$ cat src/rtl/mge_xcvr_rate_seq.sv
// Transceiver rate-change sequencer: holds the channel in reset, drives the
// reconfiguration handshake, waits for tx/rx ready and retries on timeout.
module mge_xcvr_rate_seq #(
  parameter int         RESET_HOLD     = 16,
  parameter int         TIMEOUT_CYCLES = 65536,
  parameter int         RETRY_MAX      = 2,
  parameter logic [1:0] DEFAULT_RATE   = 2'd0
) (
  input  logic       clock,
  input  logic       reset_n,
  input  logic       rate_req,
  input  logic [1:0] rate_sel,
  output logic       busy,
  output logic       done,
  output logic       error,
  output logic [1:0] cur_rate,
  output logic       xcvr_reset,
  output logic       reconfig_req,
  output logic [1:0] reconfig_rate,
  input  logic       reconfig_busy,
  input  logic       tx_ready,
  input  logic       rx_ready
);

  localparam int CMAX = (RESET_HOLD > TIMEOUT_CYCLES) ? RESET_HOLD : TIMEOUT_CYCLES;
  localparam int CW   = $clog2(CMAX + 1);
  localparam int RW   = $clog2(RETRY_MAX + 2);

  typedef enum logic [2:0] {
    HOLD, RCFG_REQ, WAIT_RCFG, WAIT_READY, IDLE, FAIL
  } state_t;

  state_t        st, nxt;
  logic [CW-1:0] cnt;
  logic [RW-1:0] retries;
  logic [1:0]    target;
  logic          rdy_seen;
  logic          rdy, hold_end, tmo_hit, retry_ok, att_fail;

  assign rdy      = tx_ready & rx_ready;
  assign hold_end = (cnt == CW'(RESET_HOLD - 1));
  assign tmo_hit  = (cnt == CW'(TIMEOUT_CYCLES - 1));
  assign retry_ok = (retries < RW'(RETRY_MAX));

  always_ff @(posedge clock) begin
    if (!reset_n) st <= HOLD;
    else          st <= nxt;
  end

  // A completing handshake or ready condition takes priority over a timeout
  // landing on the same cycle.
  always_comb begin
    nxt      = st;
    att_fail = 1'b0;
    case (st)
      HOLD:       if (hold_end) nxt = (target != cur_rate) ? RCFG_REQ : WAIT_READY;
      RCFG_REQ:   if (reconfig_busy) nxt = WAIT_RCFG;
                  else if (tmo_hit) att_fail = 1'b1;
      WAIT_RCFG:  if (!reconfig_busy) nxt = WAIT_READY;
                  else if (tmo_hit) att_fail = 1'b1;
      WAIT_READY: if (rdy && rdy_seen) nxt = IDLE;
                  else if (tmo_hit) att_fail = 1'b1;
      IDLE:       if (rate_req || !rdy) nxt = HOLD;
      FAIL:       if (rate_req) nxt = HOLD;
      default:    nxt = HOLD;
    endcase
    if (att_fail) nxt = retry_ok ? HOLD : FAIL;
  end

  always_comb begin
    busy         = 1'b1;
    xcvr_reset   = 1'b1;
    reconfig_req = 1'b0;
    error        = 1'b0;
    case (st)
      RCFG_REQ:   reconfig_req = 1'b1;
      WAIT_READY: xcvr_reset   = 1'b0;
      IDLE:       begin busy = 1'b0; xcvr_reset = 1'b0; end
      FAIL:       begin busy = 1'b0; error = 1'b1; end
      default:    ;
    endcase
  end

  assign reconfig_rate = target;

  // The timeout window spans RCFG_REQ and WAIT_RCFG, so the counter is kept
  // across that one transition and cleared on every other state change.
  always_ff @(posedge clock) begin
    if (!reset_n) begin
      cnt      <= '0;
      retries  <= '0;
      target   <= DEFAULT_RATE;
      cur_rate <= DEFAULT_RATE;
      rdy_seen <= 1'b0;
      done     <= 1'b0;
    end else begin
      if (nxt != st && !(st == RCFG_REQ && nxt == WAIT_RCFG)) cnt <= '0;
      else if (st == IDLE || st == FAIL)                     cnt <= '0;
      else                                                   cnt <= cnt + 1'b1;

      rdy_seen <= (st == WAIT_READY) && rdy;
      done     <= (st == WAIT_READY) && (nxt == IDLE);

      if (st == WAIT_RCFG && !reconfig_busy) cur_rate <= target;

      if ((st == IDLE || st == FAIL) && rate_req) begin
        target  <= rate_sel;
        retries <= '0;
      end else if (st == IDLE && !rdy) begin
        target  <= cur_rate;
        retries <= '0;
      end else if (att_fail && retry_ok) begin
        retries <= retries + 1'b1;
      end else if (st == WAIT_READY && nxt == IDLE) begin
        retries <= '0;
      end
    end
  end

endmodule
$ cat config.mk
export PLATFORM = sky130hd
export DESIGN_NAME = mge_xcvr_rate_seq
export DESIGN_NICKNAME = d
export VERILOG_FILES = /design/src/rtl/mge_xcvr_rate_seq.sv
export SDC_FILE = /design/constraint.sdc
export NUM_CORES = 1
export LEC_CHECK = 0
export ABC_AREA = 1
export CORE_MARGIN = 2
export CORE_UTILIZATION = 60
export CTS_CLUSTER_DIAMETER = 150
export DETAILED_ROUTE_END_ITERATION = 12
export PLACE_DENSITY = 0.85
export SYNTH_ARGS = -nofsm -noshare
export SYNTH_HDL_FRONTEND = slang
export SYNTH_SLANG_ARGS = --single-unit
$ cat constraint.sdc
create_clock -name clock -period 7.67 [get_ports clock]
set_input_delay 1.9175 -clock clock [delete_from_list [all_inputs] [get_ports clock]]
set_output_delay 1.9175 -clock clock [all_outputs]
set_load 0.02 [all_outputs]
== Word-level counts from Yosys, hierarchy flattened ==
Cells that the tools add are included.
Storage, ports and cells
  register bits: 28
  output and inout port bits: 9
  word-level logic and storage cells: 67
Operators by class
  add/subtract/negate cells: 2
  $lt $le $gt $ge: 1
  equality and inequality tests: 11
  muxes and demuxes: 23
  bitwise operators: 2
  reductions and logical operators: 21
Operator list (number)
  two-way mux 3 bit: 8
  one-hot mux 3 bit (6 select lines): 1
  adder 17 x 1 -> 17 bit (second input constant): 1
  equality test 17 x 16 -> 1 bit (second input constant): 1
  equality test 17 x 4 -> 1 bit (second input constant): 1
  two-way mux 2 bit: 5
  equality test 3 x 2 -> 1 bit (second input constant): 3
  equality test 3 bit (second input constant): 3
  logical AND 1 bit: 9
  two-way mux 1 bit: 8
  OR reduction 3 bit: 2
  nonzero test 2 bit: 2
  OR reduction 2 bit: 2
  equality test 3 x 1 -> 1 bit (second input constant): 1
  zero test 1 bit: 3
  zero test 3 bit: 1
  != test 3 bit: 1
  one-hot mux 1 bit (3 select lines): 1
  adder 2 x 1 -> 2 bit (second input constant): 1
  logical OR 1 bit: 2
  < comparator 2 bit (second input constant): 1
  != test 2 bit: 1
  AND 1 bit: 1
  NOT 1 bit: 1

== Depth between registers and ports, before layout ==
Gate-level depths: netlist (run 1).
  depth after elaboration: 11
  depth in mapped cells: 23
  depth with buffers taken out: 22

== Worst setup path after synthesis (run 1) ==
No wires, ideal clock.
  path type: reg-to-output
  start: reg st[2]
  end: out error
  arrival: 1.133 ns
  required time: 5.753 ns
  slack: 4.619 ns
  stages on the path, launching flop included: 6
  cell sequence: dfxtp_1 -> buf_4 -> inv_1 -> nor2_4 -> inv_1 -> nor2_1
On the way
  longest elaborated chain between the ends: 2
Ends and longest elaborated chain
  from (decl): RTL line 33  | state_t st, nxt;
  from (signal assigned): RTL line 47  | else st <= nxt;
  equality test 3 bit: RTL line 75  | case (st)
  two-way mux 1 bit: RTL line 75
  to (decl): RTL line 15  | output logic error,
No other way between the ends.

== Final worst setup path (run 1) ==
Same ends and word-level chain as after synthesis.

==> run summary, run 1 <==
DRT iter0 DRCs = 58
Die X = 55.4 um
yosys warns = 0
gr ovfl total = 0
Core Footprint = 2500 um^2
Post-CTS Setup Bufs = 0
Max-slew headroom = 70.6%
period utilization = 52.1%
vias in the first global route = 1,197
most used cell, CP = inv_1
Slowest-stage cell, CP = clkdlybuf4s50_1
sequential cell area fraction in the yosys report = 35.4%
later-pin clock latency in the skew report = 330 ps
cell internal pwr = 205 uW
WP data arrival = 2080 ps
first-pass GRT wire length = 5040 um
total vias in the final route = 1,331
initial core utilization = 63.4%
Leakage = 0.000739 uW
fmax = 250 MHz
Clock Pin Slew Worst Setup and Hold Paths = 160 ps
largest vdd supply drop = 0.000124 V
Root Buffer = clkbuf_4
H-tree depth = 1
Die Y = 55.4 um
Worst Hold Path Cells = 1
Antenna diodes = 0
setup ws final = 3670 ps
worst r2r path cells = 22
setup_tns = 0 ps
Netlist Area Pre-Place = 1590 um^2
nets@finish = 242
hold buffers post-CTS = 0
Max FO, Critical Path = 8
io pins = 17
# port buffers = 16
pwr dens = 143 nW/um^2
layout cells sized above 1 = 13.9%
CTS buffer count = 3
Synth Instances = 214
Min-Delay Startpoint = cnt[0]$_SDFF_PP0_
Critical path origin = st[2]$_SDFF_PN0_
final hold slack = 459 ps
final hold viol count = 0
Flop pwr share = 57.5%
DR DRC count = 0
GRT Util Overall = 19.7%
fin util = 71.9%
commonest non-fill, non-tap cell in the layout = nand2_1
Yosys reg bits = 28
Antenna Nets Post-Route = 0
area growth from synthesis to layout = 13.3%
combinational power share = 4.9%
CP Capture Type = primary output
switch share = 20.3%
Rows = 18
critical path cell sequence = inv_1 -> nor2_4 -> inv_1 -> nor2_1 -> clkdlybuf4s50_1
power share of the clock group = 37.6%
clock skew = 9.13 ps
Req. time, crit path = 5750 ps
status = completed
max cap viols = 0
syn_nets = 224
RSZ-0062 raised after global routing = false
class of the worst hold path = register to register
Total Wirelength = 2900 um
largest net degree at the start of global routing = 18
via/cell ratio = 5.10
clk sink count = 28
Tmin final = 4000 ps
clock buffer depth = 2
critical path type = register to primary output
worst slew pin tran = 439 ps
Syn Area/Cell = 7.41 um^2
# resized after CTS = 0
Final Setup Violations = 0
Pwr Total = 258 uW
Final Slew Violations = 0
die area = 3070 um^2
initial antenna violation count = 0
pre-CTS setup slack = 3890 ps
drt pass-1 iters = 4
sw power = 52.4 uW
CTS tree = built
Crit path largest cell delay = 600 ps
type of origin of the critical path = register
setup slack, reg-to-reg = 4550 ps
reg-to-reg startpoint = cnt[0]$_SDFF_PP0_
RD Place Congestion = 1.01
DR WL/cell = 11.1 um
most frequent cells in the layout = 39 x nand2_1, 37 x nor2_1, 28 x dfxtp_1
library cells used by synthesis = 29
Post-DP HPWL = 2170 um
## synth_stat cells (all sizes together)
cell type	n	area, um^2
or2	1	6.26
nand4	3	25.0
inv	27	101
nor4	1	6.26
nor2	50	280
ha	2	25.0
xnor2	6	52.6
buf	3	38.8
dfxtp	28	561
nor3	1	10.0
nand2	47	201
a31oi	2	12.5
o22ai	1	6.26
nor3b	4	30.0
o21ai	6	33.8
xor2	8	70.1
nand3	19	100
a21oi	5	25.0
## power by group through the flow
stage | logic, uW | clock network (uW) | registers (uW)
2_1_floorplan | 8.17 | 0 | 151
3_3_place_gp | 12.3 | 0 | 151
3_5_place_dp | 12.6 | 0 | 151
4_1_cts | 12.8 | 99.0 | 148
5_1_grt | 13.7 | 103 | 148
6_report | 12.7 | 96.8 | 148
## worst paths after layout
kind | end
max | error
min | cnt[0]$_SDFF_PP0_
max reg2reg | cnt[14]$_SDFF_PP0_
min reg2reg | cnt[0]$_SDFF_PP0_
## cell families (layout without fill, tap and decap cells)
family,Yosys count,in the layout,share of synthesized area [%]
flip-flops,28,28,35.4
buffers and inverters,30,47,8.84
AND/OR/NAND/NOR,126,126,41.6
adder cells (fa/ha/maj),2,2,1.58
XOR/XNOR,14,14,7.73
AO/OA/AOI/OAI,14,14,4.89
## per-layer routing
metal / part of all wire [%] / track usage [%] / up-vias
met5: 0 / 0 / -
met1: 49 / 27.5 / 588
met4: 0.72 / 5.92 / 0
li1: - / - / 702
met2: 45 / 32.1 / 37
met3: 5.1 / 2.11 / 4
## sequential cells by signal, summed over array words and instances (netlist names)
register       cells
rdy_seen           1
cnt               17
retries            2
done               1
cur_rate           2
reconfig_rate      2
st                 3
## through the flow
| step | area [um^2] | instances |
|---|---|---|
| after global routing | 1800 | 261 |
| after floorplan | 1590 | 214 |
| after CTS | 1800 | 261 |
| final | 1800 | 261 |
| after global placement | 1740 | 257 |
| after detailed placement | 1740 | 257 |
## layout make-up
| cell class | count | area [um^2] |
|---|---|---|
| multi-input combinational | 156 | 885 |
| clock inverter | 1 | 30.0 |
| timing repair buffer | 16 | 160 |
| inverter | 27 | 101 |
| sequential | 28 | 561 |
| tap | 30 | 37.5 |
| fill | 215 | 703 |
| clock buffer | 3 | 22.5 |
## worst max-delay path: cells and delay by family, from the launching register on
family | cells | cell delay (ps)
and+or+nand+nor | 2 | 300
DFF | 1 | 570
buffers and inverters | 3 | 890
Power figures use the tool's default switching activity.
==> run 2: changes to the inputs <==
--- a/config.mk
+++ b/config.mk
@@ -7,10 +7,10 @@
 export LEC_CHECK = 0
 export ABC_AREA = 1
 export CORE_MARGIN = 2
-export CORE_UTILIZATION = 60
+export CORE_UTILIZATION = 55
 export CTS_CLUSTER_DIAMETER = 150
 export DETAILED_ROUTE_END_ITERATION = 12
-export PLACE_DENSITY = 0.85
+export PLACE_DENSITY = 0.79
 export SYNTH_ARGS = -nofsm -noshare
 export SYNTH_HDL_FRONTEND = slang
 export SYNTH_SLANG_ARGS = --single-unit
==> constraint.sdc (replaced) <==
create_clock -name clock -period 3.96 [get_ports clock]
set_input_delay 0.99 -clock clock [delete_from_list [all_inputs] [get_ports clock]]
set_output_delay 0.99 -clock clock [all_outputs]
set_load 0.02 [all_outputs]
==> run 2 against run 1 <==
  * Flip-flop and latch count did not move
  * Sequential power is 94% higher
  * Design area about the same
  * Global-route usage shrank 0.84 points
  * Critical path depth is the same
  * Wire length fell by 1.9%
  * Die area grew 8.4%
  * Non-clock buffer count stayed put
  * Cell count is 0.38% higher
  * Combinational power is 91% higher
  * Setup slack got worse by 2800 ps
  * Register-to-register slack got worse by 3600 ps
  * Critical path type unchanged
  * Critical endpoint unchanged
==> run summary, run 2 (same netlist as run 1, synthesis figures left out) <==
status = completed
io pins = 17 (unchanged)
Post-DP HPWL = 2170 um (about the same)
worst hold endpoint = cnt[0]$_SDFF_PP0_
initial antenna violation count = 0 (unchanged)
fin cells = 262 (+0.38%)
H-tree depth = 1 (unchanged)
hold buffers post-CTS = 0 (unchanged)
Die X = 57.7 um (+4.1%)
nets@finish = 242 (unchanged)
CTS buffer count = 3 (unchanged)
reg-to-reg startpoint = cnt[0]$_SDFF_PP0_
Root Buffer = clkbuf_4
setup slack, reg-to-reg = 920 ps (-3630 ps)
# port buffers = 16 (unchanged)
Max FO, Critical Path = 8 (unchanged)
Tmin final = 3070 ps
largest vdd supply drop = 0.000223 V (+80%)
Req. time, crit path = 2970 ps (-2780 ps)
Crit path largest cell delay = 600 ps (about the same)
DRT iter0 DRCs = 27 (-53%)
Worst Hold Path Cells = 1 (unchanged)
Max-slew headroom = 71.8% (+1.1 points)
area growth from synthesis to layout = 13.4% (about the same)
Total Wirelength = 2850 um (-1.9%)
GRT Util Overall = 18.9% (-0.84 points)
final hold viol count = 0 (unchanged)
Finished Cell Area = 1800 um^2 (about the same)
type of origin of the critical path = register
DR DRC count = 0 (unchanged)
critical path cell sequence = inv_1 -> nor2_4 -> inv_1 -> nor2_1 -> clkdlybuf4s50_1
gr ovfl total = 0 (unchanged)
clk sink count = 28 (unchanged)
CP Capture Type = primary output
drt pass-1 iters = 4 (unchanged)
Fillers = 242 (+13%)
Rows = 19 (+1)
CTS tree = built
initial core utilization = 57.5% (-5.9 points)
Min-Delay Startpoint = cnt[0]$_SDFF_PP0_
# placed instances = 258 (+0.39%)
layout cells sized above 1 = 13.9% (unchanged)
critical path type = register to primary output
first-pass GRT wire length = 4990 um (-0.97%)
largest net degree at the start of global routing = 18 (unchanged)
worst r2r path cells = 22 (unchanged)
pwr dens = 278 nW/um^2 (+94%)
max cap viols = 0 (unchanged)
setup_tns = 0 ps (unchanged)
Die Y = 57.7 um (+4.1%)
Critical path origin = st[2]$_SDFF_PN0_
worst slew pin tran = 423 ps (-16.6 ps)
Clock Pin Slew Worst Setup and Hold Paths = 160 ps (about the same)
largest registers = cnt (17), st (3)
later-pin clock latency in the skew report = 340 ps (about the same)
max reg flops = 17 (unchanged)
Slowest-stage cell, CP = clkdlybuf4s50_1
Core Footprint = 2760 um^2 (+10%)
most frequent cells in the layout = 39 x nand2_1, 37 x nor2_1, 28 x dfxtp_1
most flop-heavy register = cnt
total vias in the final route = 1,327 (-0.30%)
commonest non-fill, non-tap cell in the layout = nand2_1
Antenna Nets Post-Route = 0 (unchanged)
Final Setup Violations = 0 (unchanged)
via/cell ratio = 5.06 (-0.68%)
RD Place Congestion = 0.897 (-11%)
DR WL/cell = 10.9 um (-2.2%)
DP Area = 1750 um^2 (about the same)
Post-CTS Setup Bufs = 0 (unchanged)
period utilization = 77.5%
fmax = 326 MHz
vias in the first global route = 1,163 (-2.8%)
class of the worst hold path = register to register
die area = 3330 um^2 (+8.4%)
WP data arrival = 2080 ps (about the same)
# resized after CTS = 0 (unchanged)
Final Slew Violations = 0 (unchanged)
clock buffer depth = 2 (unchanged)
Pwr Total = 500 uW (+94%)
RSZ-0062 raised after global routing = false
Leakage = 0.000739 uW (unchanged)
clock skew = 14.7 ps (+5.53 ps)
reg2reg end = cnt[0]$_SDFF_PP0_
Antenna diodes = 0 (unchanged)
most used cell, CP = inv_1
==> run 2: cell counts in the layout (fill, tap and decap cells not counted) <==
No cell type changed its count.
==> run 2: layout make-up <==
type | instances | area (um^2) | area share [%]
Timing Repair Buffer | 16 | 160 | 8.91
Tap cell | 31 | 38.8 | 2.16
Clock inverter | 1 | 30.0 | 1.67
Multi-Input combinational cell | 156 | 885 | 49.2
Clock buffer | 3 | 22.5 | 1.25
Inverter | 27 | 101 | 5.64
Sequential cell | 28 | 561 | 31.2
==> run 2: worst max-delay path by stage <==
stage / cells past startpoint / slack, ps / end
finish: 5 / 890 / error
global route: 22 / 570 / cnt[3]$_SDFF_PP0_
CTS: 5 / 880 / error
detailed placement: 21 / 970 / cnt[14]$_SDFF_PP0_
global placement: 21 / 1010 / cnt[0]$_SDFF_PP0_
floorplan: 22 / 1350 / cnt[7]$_SDFF_PP0_
==> run 2: stage by stage <==
step	util (%)	hold WS [ps]	setup WS [ps]
finish	65.2	459	892
global route	65.2	487	573
CTS	65.2	458	877
detailed placement	63.3	438	975
global placement	63.3	428	1010
floorplan	-	418	1350
==> run 2: metal layers <==
layer	vias to the layer above	global-route usage, %	share of wire, %
met1	592	26.5	47
li1	703	-	-
met4	0	6.98	1.1
met5	-	0	0
met3	4	2.68	4.9
met2	28	29.7	47
==> run 2: worst max-delay path, delay by kind of cell, from the launching register on <==
kind	cells	cell delay, ps
buffers and inverters	3	870
DFF	1	590
and+or+nand+nor	2	290
==> run 2: power by group <==
| part | switching [uW] | internal, uW | total [uW] |
|---|---|---|---|
| registers | 1.92 | 285 | 287 |
| clock network | 87.0 | 102 | 189 |
| logic | 13.9 | 10.3 | 24.2 |
==> run 3: changes to the inputs <==
==> constraint.sdc (replaced) <==
create_clock -name clock -period 2.87 [get_ports clock]
set_input_delay 0.7175 -clock clock [delete_from_list [all_inputs] [get_ports clock]]
set_output_delay 0.7175 -clock clock [all_outputs]
set_load 0.02 [all_outputs]
==> run 3 against run 2 <==
  * Clock power grew 39%
  * Clock skew shrank 9.9 ps
  * Design area grew 8.4%
  * Combinational power grew 88%
==> run summary, run 3 (same netlist as run 1, synthesis figures left out) <==
DR WL/cell = 12.1 um (+11%)
Fillers = 222 (-8.3%)
Total Wirelength = 3250 um (+14%)
combinational power share = 6.4% (+1.6 points)
sw power = 151 uW (+47%)
CTS buffer count = 3 (unchanged)
CP bufs+invs = 1 (-2)
cell internal pwr = 556 uW (+40%)
via/cell ratio = 5.12 (+1.1%)
final hold viol count = 0 (unchanged)
GRT Util Overall = 19.0% (+0.076 points)
CTS tree = built
Req. time, crit path = 3160 ps (+190 ps)
# placed instances = 260 (+0.78%)
hold buffers post-CTS = 0 (unchanged)
first-pass GRT wire length = 5030 um (+0.84%)
Tmin final = 2790 ps
Crit path largest cell delay = 390 ps (-210 ps)
# port buffers = 16 (unchanged)
drt pass-1 iters = 4 (unchanged)
Slowest-stage cell, CP = dfxtp_2
CP Capture Type = register
Flop pwr share = 56.3% (-1.0 points)
Root Buffer = clkbuf_4
later-pin clock latency in the skew report = 340 ps (about the same)
layout cells sized above 1 = 24.9% (+11 points)
pwr dens = 362 nW/um^2 (+30%)
clock buffer depth = 2 (unchanged)
WP data arrival = 3080 ps (+1000 ps)
DR DRC count = 0 (unchanged)
Antenna diodes = 0 (unchanged)
switch share = 21.3% (+0.78 points)
Core Footprint = 2760 um^2 (unchanged)
most used cell, CP = nand2_2
Die X = 57.7 um (unchanged)
die area = 3330 um^2 (unchanged)
critical path cell sequence = ha_4 -> nand2_2 -> inv_2 -> nand2_4 -> nor2_4 -> nand3_2 -> nor2_2 -> nand4_1 -> nor3b_2 -> ha_2 -> nand2_2 -> nor2_2 -> nand2_2 -> nand2_2 -> nand2_1 -> nand2_1 -> nand2_1 -> nor2_2 -> nand2_2 -> nand2_4 -> nand2_8 -> nor2_4
Die Y = 57.7 um (unchanged)
Top delay family on crit path = simple AND/OR/NAND/NOR gates
most flop-heavy register = cnt
Final Setup Violations = 0 (unchanged)
Post-DP HPWL = 2200 um (+1.2%)
area growth from synthesis to layout = 23.0%
commonest non-fill, non-tap cell in the layout = nand2_1
H-tree depth = 1 (unchanged)
io pins = 17 (unchanged)
Pwr Total = 706 uW (+41%)
Max-slew headroom = 49.5% (-22 points)
clk sink count = 28 (unchanged)
largest net degree at the start of global routing = 18 (unchanged)
Final Slew Violations = 0 (unchanged)
fmax = 358 MHz
critical path type = register to register
total vias in the final route = 1,372 (+3.4%)
RSZ-0062 raised after global routing = true
most frequent cells in the layout = 35 x nand2_1, 29 x nor2_1, 24 x inv_1, 24 x dfxtp_1, 17 x nand3_1
class of the worst hold path = register to register
Antenna Nets Post-Route = 0 (unchanged)
nets@finish = 248 (+2.5%)
initial antenna violation count = 0 (unchanged)
Leakage = 0.000792 uW (+7.2%)
max reg flops = 17 (unchanged)
largest vdd supply drop = 0.000287 V (+29%)
Rows = 19 (unchanged)
worst slew pin tran = 754 ps (+331 ps)
clock skew = 4.80 ps (-9.86 ps)
gr ovfl total = 0 (unchanged)
status = completed
Clock Pin Slew Worst Setup and Hold Paths = 160 ps (about the same)
power share of the clock group = 37.2% (-0.7 points)
Max FO, Critical Path = 8 (unchanged)
vias in the first global route = 1,153 (-0.86%)
max cap viols = 0 (unchanged)
RD Place Congestion = 0.875 (-2.5%)
Finished Cell Area = 1950 um^2 (+8.4%)
type of origin of the critical path = register
largest registers = cnt (17), st (3)
fin cells = 268 (+2.3%)
DRT iter0 DRCs = 50 (+85%)
period utilization = 97.3%
DP Area = 1760 um^2 (+0.86%)
initial core utilization = 57.5% (unchanged)
run 3: worst paths after layout:
path | endpoint | start | slack, ps | cells past startpoint
worst max-delay path | cnt[5]$_SDFF_PP0_ | cnt[1]$_SDFF_PP0_ | 80 | 22
worst min-delay path | cnt[0]$_SDFF_PP0_ | cnt[0]$_SDFF_PP0_ | 450 | 1
worst max register to register | cnt[5]$_SDFF_PP0_ | cnt[1]$_SDFF_PP0_ | 80 | 22
worst min register to register | cnt[0]$_SDFF_PP0_ | cnt[0]$_SDFF_PP0_ | 450 | 1
run 3: worst register-to-register path, delay by kind of cell, from the launching register on:
family        cells  cell delay [ps]
fa+ha+maj         2              380
buf+inv           1               70
simple gates     19             1900
flops             1              390
run 3: per-layer routing:
metal	share of wire [%]	track usage, %
met1	48	27.7
met2	45	28.6
met3	5.6	3.35
met4	1.2	5.98
met5	0	0
run 3: area by class of cell:
class                   count  area (um^2)  area share (%)
clock inverters             1         30.0            1.54
inverters                  27          101            5.20
repair buffers             21          198            10.1
clock buffers               3         22.5            1.16
well taps                  31         38.8            1.99
multi-input cells         157          993            51.0
flip-flops and latches     28          566            29.0
run 3: repair_timing:
item / 4_1_cts / 5_1_grt
cloned: 0 / 1
resized for setup: 1 / 28
pin swaps: 0 / 16
setup buffers: 0 / 3
setup endpoints to repair: 17 / 19
run 3: metrics by stage:
stage | utilization, % | TNS (ps) | worst slack (ps) | hold WS, ps
CTS | 66.1 | -0.512 | -0.310 | 458
detailed placement | 63.8 | -0.203 | -0.137 | 437
floorplan | - | 0 | 259 | 418
global route | 70.7 | -1460 | -114 | 459
finish | 70.7 | 0 | 78.5 | 453
global placement | 63.8 | 0 | 87.3 | 430
run 3: power by group through the flow:
stage	combinational [uW]	sequential (uW)	clock, uW
final	45.5	398	263
after CTS	35.0	396	267
after detailed placement	33.7	404	0
after floorplan	21.8	403	0
after global placement	33.4	404	0
after global routing	50.2	398	283
